$ cat src/rtl/uart_pkg.sv
// Shared UART definitions, used by both the transmitter and the receiver.
package uart_pkg;

  localparam int DATA_BITS = 8;

  typedef enum logic [2:0] {
    IDLE  = 3'd0,
    START = 3'd1,
    DATA  = 3'd2,
    STOP  = 3'd3,
    BREAK = 3'd4
  } rx_state_t;

endpackage

$ cat src/rtl/uart_rx_sync_ff.sv
// Multi-flop synchronizer for a single asynchronous input; the reset value is
// chosen per use so that leaving reset presents the input's idle level.
module sync_ff #(
  parameter int   STAGES    = 2,
  parameter logic RESET_VAL = 1'b1
) (
  input  logic clk,
  input  logic rst,
  input  logic d,
  output logic q
);

  logic [STAGES-1:0] chain;

  if (STAGES < 2) begin : g_bad_stages
    $error("sync_ff: STAGES must be at least 2");
  end

  always_ff @(posedge clk or posedge rst) begin
    if (rst) begin
      chain <= {STAGES{RESET_VAL}};
    end else begin
      chain <= {chain[STAGES-2:0], d};
    end
  end

  assign q = chain[STAGES-1];

endmodule

$ cat src/rtl/uart_rx.sv
// 8N1 UART receiver: start-bit glitch filter, mid-bit sampling, framing-error
// detection, and a BREAK state that swallows a line held low.
module uart_rx
  import uart_pkg::*;
#(
  parameter int CLK_PER_BAUD = 4,
  parameter int SYNC_STAGES  = 2
) (
  input  logic                 clk_baud,
  input  logic                 rst,
  input  logic                 rx,
  output logic [DATA_BITS-1:0] rx_byte,
  output logic                 valid,
  output logic                 frame_err,
  output logic                 busy
);

  localparam int CW = $clog2(CLK_PER_BAUD);
  localparam int BW = $clog2(DATA_BITS);
  localparam logic [CW-1:0] BAUD_LAST = CW'(CLK_PER_BAUD - 1);
  localparam logic [CW-1:0] BAUD_HALF = CW'(CLK_PER_BAUD / 2 - 1);
  localparam logic [BW-1:0] BIT_LAST  = BW'(DATA_BITS - 1);

  if (CLK_PER_BAUD < 4 || (CLK_PER_BAUD % 2) != 0) begin : g_bad_cpb
    $error("uart_rx: CLK_PER_BAUD must be even and at least 4");
  end

  if (SYNC_STAGES < 2) begin : g_bad_sync
    $error("uart_rx: SYNC_STAGES must be at least 2");
  end

  rx_state_t            state;
  logic [CW-1:0]        baud_cnt;
  logic [BW-1:0]        bit_cnt;
  logic [DATA_BITS-1:0] shreg;
  logic                 rxs;

  // Reset to 1 so a line that idles high never looks like a start edge.
  sync_ff #(
    .STAGES   (SYNC_STAGES),
    .RESET_VAL(1'b1)
  ) u_sync (
    .clk(clk_baud),
    .rst(rst),
    .d  (rx),
    .q  (rxs)
  );

  always_ff @(posedge clk_baud or posedge rst) begin
    if (rst) begin
      state     <= IDLE;
      baud_cnt  <= '0;
      bit_cnt   <= '0;
      shreg     <= '0;
      rx_byte   <= '0;
      valid     <= 1'b0;
      frame_err <= 1'b0;
    end else begin
      valid     <= 1'b0;
      frame_err <= 1'b0;
      case (state)
        IDLE: begin
          if (!rxs) begin
            state    <= START;
            baud_cnt <= '0;
          end
        end

        // A start bit that is gone again by mid-bit was a glitch.
        START: begin
          if (baud_cnt == BAUD_HALF) begin
            baud_cnt <= '0;
            bit_cnt  <= '0;
            state    <= rxs ? IDLE : DATA;
          end else begin
            baud_cnt <= baud_cnt + CW'(1);
          end
        end

        DATA: begin
          if (baud_cnt == BAUD_LAST) begin
            baud_cnt <= '0;
            shreg    <= {rxs, shreg[DATA_BITS-1:1]};
            bit_cnt  <= bit_cnt + BW'(1);
            if (bit_cnt == BIT_LAST) begin
              state <= STOP;
            end
          end else begin
            baud_cnt <= baud_cnt + CW'(1);
          end
        end

        // Leaving at mid stop bit gives half a bit of slack for the next start.
        STOP: begin
          if (baud_cnt == BAUD_LAST) begin
            baud_cnt <= '0;
            if (rxs) begin
              rx_byte <= shreg;
              valid   <= 1'b1;
              state   <= IDLE;
            end else begin
              frame_err <= 1'b1;
              state     <= BREAK;
            end
          end else begin
            baud_cnt <= baud_cnt + CW'(1);
          end
        end

        BREAK: begin
          if (rxs) begin
            state <= IDLE;
          end
        end

        default: state <= IDLE;
      endcase
    end
  end

  assign busy = (state != IDLE);

endmodule

$ cat config.mk
export PLATFORM = sky130hd
export DESIGN_NAME = uart_rx
export DESIGN_NICKNAME = d
export VERILOG_FILES = /design/src/rtl/uart_pkg.sv /design/src/rtl/uart_rx_sync_ff.sv /design/src/rtl/uart_rx.sv
export SDC_FILE = /design/constraint.sdc
export NUM_CORES = 1
export LEC_CHECK = 0
export ABC_CLOCK_PERIOD_IN_PS = 2260
export CORE_MARGIN = 5
export CORE_UTILIZATION = 54
export CTS_CLUSTER_SIZE = 10
export DETAILED_ROUTE_END_ITERATION = 10
export GPL_TIMING_DRIVEN = 0
export MAX_ROUTING_LAYER = met4
export PLACE_DENSITY = 0.77
export SLEW_MARGIN = 20
export SYNTH_ARGS = -nofsm -noshare
export SYNTH_HDL_FRONTEND = slang
export SYNTH_SLANG_ARGS = --single-unit
$ cat constraint.sdc
create_clock -name clk_baud -period 2.26 [get_ports clk_baud]
set_input_delay 0.452 -clock clk_baud [delete_from_list [all_inputs] [get_ports clk_baud]]
set_output_delay 0.452 -clock clk_baud [all_outputs]
set_load 0.05 [all_outputs]
# ---- Yosys cells after proc, flatten, opt, wreduce, memory -nomap -nowiden
# Cells that the tools add are included.
dict set report classes {
  n_addsub 2
  mul 0
  n_div 0
  order_cmp 0
  eq_ne 13
  shift 0
  mux 22
  bitwise 0
  n_reduce_logical 10
}
# operator count
set ops {}
lappend ops {{$mux W3} 9}
lappend ops {{$pmux W3 S5} 1}
lappend ops {{$ne A2 B2 Y1 const B} 5}
lappend ops {{$mux W2} 4}
lappend ops {{$eq A3 B2 Y1 const B} 2}
lappend ops {{$eq A3 B3 Y1 const B} 2}
lappend ops {{$mux W1} 6}
lappend ops {{$pmux W2 S3} 1}
lappend ops {{$pmux W3 S2} 1}
lappend ops {{$reduce_and A3 Y1} 2}
lappend ops {{$reduce_and A6 Y1} 1}
lappend ops {{$reduce_bool A3 Y1} 2}
lappend ops {{$reduce_and A2 Y1} 2}
lappend ops {{$add A3 B1 Y3 const B} 1}
lappend ops {{$eq A3 B1 Y1 const B} 1}
lappend ops {{$logic_not A3 Y1} 1}
lappend ops {{$add A2 B1 Y2 const B} 1}
lappend ops {{$eq A2 B1 Y1 const B} 1}
lappend ops {{$eq A2 B2 Y1 const B} 1}
lappend ops {{$ne A2 B1 Y1 const B} 1}
lappend ops {{$reduce_bool A2 Y1} 1}
lappend ops {{$reduce_or A2 Y1} 1}
dict set report totals {
  register_bits 28
  latchBits 0
  mem_bits_rw 0
  rom_bits 0
  in_bits 3
  out_inout_bits 11
  wordCells 55
  mem_count 0
}

# ---- Longest topological paths before layout
dict set report logic_depth {
  word_depth 4
  mapped_depth 5
  depth_no_buf 5
}

# ---- By module
# A second synthesis with hierarchy kept.
dict set report hier_totals {
  hier_cells 97
  hier_area_um2 1302.5
}
# mod instances cells_per_inst area_per_inst_um2 seq_area_each_um2
set by_module_without_submodules {}
lappend by_module_without_submodules {uart_rx 1 94 1246.2 650.6}
lappend by_module_without_submodules {sync_ff 1 3 56.3 52.6}

# ---- Worst setup path after synthesis
# Ideal clock, no wire load.
dict set report synth_timing {
  kind {register -> output}
  from {reg state[0]}
  to {out busy}
  arrival_ps 1202
  t_required_ps 1808
  slack_ps 606
  path_stages_with_launch 3
  path_buffers 1
  path_cell_list {dfrtp_1 > buf_2 > or3_1}
}
dict set report synth_via {
  elab_chain_cells 1
}
# element line
set synth_lines {}
lappend synth_lines {{start: declaration} uart_rx.sv:32} ;# rx_state_t state;
lappend synth_lines {{start signal: assignment} uart_rx.sv:74} ;# state <= rxs ? IDLE : DATA;
lappend synth_lines {{$reduce_bool A3 Y1} uart_rx.sv:121} ;# assign busy = (state != IDLE);
lappend synth_lines {{end: declaration} uart_rx.sv:15} ;# output logic busy
# No other way between the ends.

# ---- Final worst setup path
# Same ends and word-level chain as after synthesis.

==> metrics.txt <==
worst-path fanout max=10; DRT Wirelength=2050 um; chip height=58.4 um; Max VDD drop=approximately 770 uV; fin crit period=2.16 ns; R2R cell count=5; DP Wirelength=1450 um; #FFs+latches synth=28; io pins=14; top-count cell post-synth=dfrtp_1; share of synthesized registers carrying an async set or reset=1.00; core box area=2230 sq um; RR Endpoint=rx_byte[4]; met2 usage=0.223; Distinct cells, synth=35; M3 GR Usage=0.0197; Pins Over Slew Limit=0; Data required, critical path=about 1.8 ns; DRT iter0 DRCs=10; sequential share of the synthesized area=0.555; global route total overflow=0; TritonCTS Buffers=3; max_slew headroom=0.361; worst hold path class=reg2reg; worst-case clock buffer depth=2; hold endpoint=u_sync.chain[1]; Synth area leaders=dfrtp_1 (51%), mux2_2 (14%), ha_1 (5.9%), dfstp_2 (4.2%), nor4b_4 (1.9%); Synth area leader=dfrtp_1; Post-synth top cells=dfrtp_1 (26), mux2_2 (16), ha_1 (6); Crit path arrival time=1.70 ns; setup slack, reg-to-reg=approximately 0.44 ns; DRC=0; filler cell count=181; Critical Path Sink Type=output port; hold path depth=0; Post-Syn Nets=103; critical setup path kind=reg2out; CP startpoint kind=flop; Mapped Area=1270 sq um; via count=787; synthesized instance count=94; clock slew seen by the registers of the worst setup and hold paths=between 0.1 and 0.15 ns; WL per Instance=around 15 um; hold wc startpoint=u_sync.chain[0]; run status=finished, final reports clean; DRT Pass-1 Iters=5; Placed Cells=135; initial antenna violation count=0; total track usage=0.142; EDFF count, synth=0; vias per cell=around 5.7; Post-synth top flop=dfrtp_1; ant diodes=0; GRT busiest layer=met2; highest clock rate=464 MHz; unrepaired setup endpoints after global routing=false; met1 GRT Util=0.183; Initial Util=0.567; Synth Area per Inst=13.5 sq um; total number of yosys warnings=0; Die X=58.4 um; Area Growth Syn to Fin=17.4%; pwr/cell area=1020 nW/um^2; post-route ant nets=0; CTS tree=yes; largest net degree at the start of global routing=29; gpl congestion=0.851; CTS H-tree depth=1; total of max-cap violations=0; Skew-Pair Late Insertion Delay=0.33 ns; first-pass GRT wire length=3610 um; Slew @ Worst Pin=0.953 ns; Yosys top cell area share=0.514; Cell Rows=17; Port Buffers=13; post-route non-filler standard cell count=139; share of layout cells above drive strength 1=0.279; number of global-route vias before repair=~810; # setup viols final=0; RR Startpoint=baud_cnt[0]; Die Area=3410 sq um; post-route setup TNS=0 ns; clk_skew=around 0.0051 ns; Root Driver=clkbuf_4; nets=121; Lkg Pwr=0.699 nW; final worst-path cycle share=0.954; Hold Violations, Final=0; Sink Count=28
[flip-flops by register name, summed over array words and instances (netlist names)]
name / cells
state: 3
bit_cnt: 3
valid: 1
u_sync.chain: 2
frame_err: 1
baud_cnt: 2
rx_byte: 8
shreg: 8
[cell type report]
| class | count | area, sq um | share of cell area |
|---|---|---|---|
| flip-flops and latches | 28 | 704 | 0.474 |
| inverters | 5 | 18.8 | 0.0126 |
| multi-input cells | 57 | 519 | 0.349 |
| well taps | 28 | 35.0 | 0.0236 |
| repair buffers | 13 | 131 | 0.0884 |
| clock inverters | 1 | 30.0 | 0.0202 |
| clock buffers | 3 | 22.5 | 0.0152 |
| plain buffers | 4 | 25.0 | 0.0168 |
[per-layer routing]
layer  wire, um  vias to the layer above
met5          0                        -
met4         25                        0
met3         83                        4
met2        982                       17
met1        960                      398
li1           -                      368
[timing repair]
item	CTS	global route
gates resized for setup	3	1
hold buffers	0	0
pin swaps	0	0
setup endpoints to repair	1	1
buffers inserted	0	0
[worst max-delay path, cell delays in order (launching register included)]
cell and delay, ns:
dfrtp_2 0.48, buf_2 0.19, or3_1 0.37, clkdlybuf4s15_2 0.34
[logic make-up (layout without fill, tap and decap cells)]
| group | count (synthesis) | count (layout) | share of synthesized area |
|---|---|---|---|
| simple gates | 20 | 20 | 0.108 |
| compound gates | 12 | 12 | 0.0672 |
| flops | 28 | 28 | 0.555 |
| fa+ha+maj | 6 | 6 | 0.0593 |
| mux | 18 | 18 | 0.169 |
| buf+inv | 9 | 26 | 0.0346 |
| xor+xnor | 1 | 1 | 0.00692 |
[metrics by stage]
| step | worst slack (ns) | hold WS [ns] | area [sq um] | power [mW] | util |
|---|---|---|---|---|---|
| after floorplan | 0.606 | 0.345 | 1270 | 1.07 | - |
| after global placement | 0.0863 | 0.347 | 1430 | 1.18 | 0.641 |
| after detailed placement | 0.0764 | 0.352 | 1430 | 1.20 | 0.641 |
| after CTS | 0.0610 | 0.372 | 1490 | 1.52 | 0.665 |
| after global routing | 0.0171 | 0.378 | 1490 | 1.61 | 0.666 |
| final | 0.104 | 0.369 | 1490 | 1.51 | 0.666 |
[cells in the final DEF, fill, tap and decap left out, types with 2 or more instances in the layout]
cell             instances
a22o_1                   2
dfstp_2                  2
inv_1                    3
clkbuf_4                 3
mux2_2                  16
clkdlybuf4s50_1         12
dfrtp_1                 25
buf_2                    2
o21ai_0                  2
nand2_1                  3
ha_1                     6
or3_1                    2
a21oi_1                  2
nor2_1                   4
[how the worst max path moves through the flow]
stage	endpoint	from	slack, ns	cells after the start
floorplan	busy	state[0]	0.61	2
global placement	busy	state[0]	0.09	3
detailed placement	busy	state[0]	0.08	3
CTS	busy	state[0]	0.06	3
global route	busy	state[0]	0.02	3
finish	busy	state[0]	0.10	3
[report_power, final]
part	internal, mW	switching (mW)
Combinational	0.240	0.281
Sequential	0.584	0.0831
Clock	0.179	0.145
(Power assumes the default switching activity.)
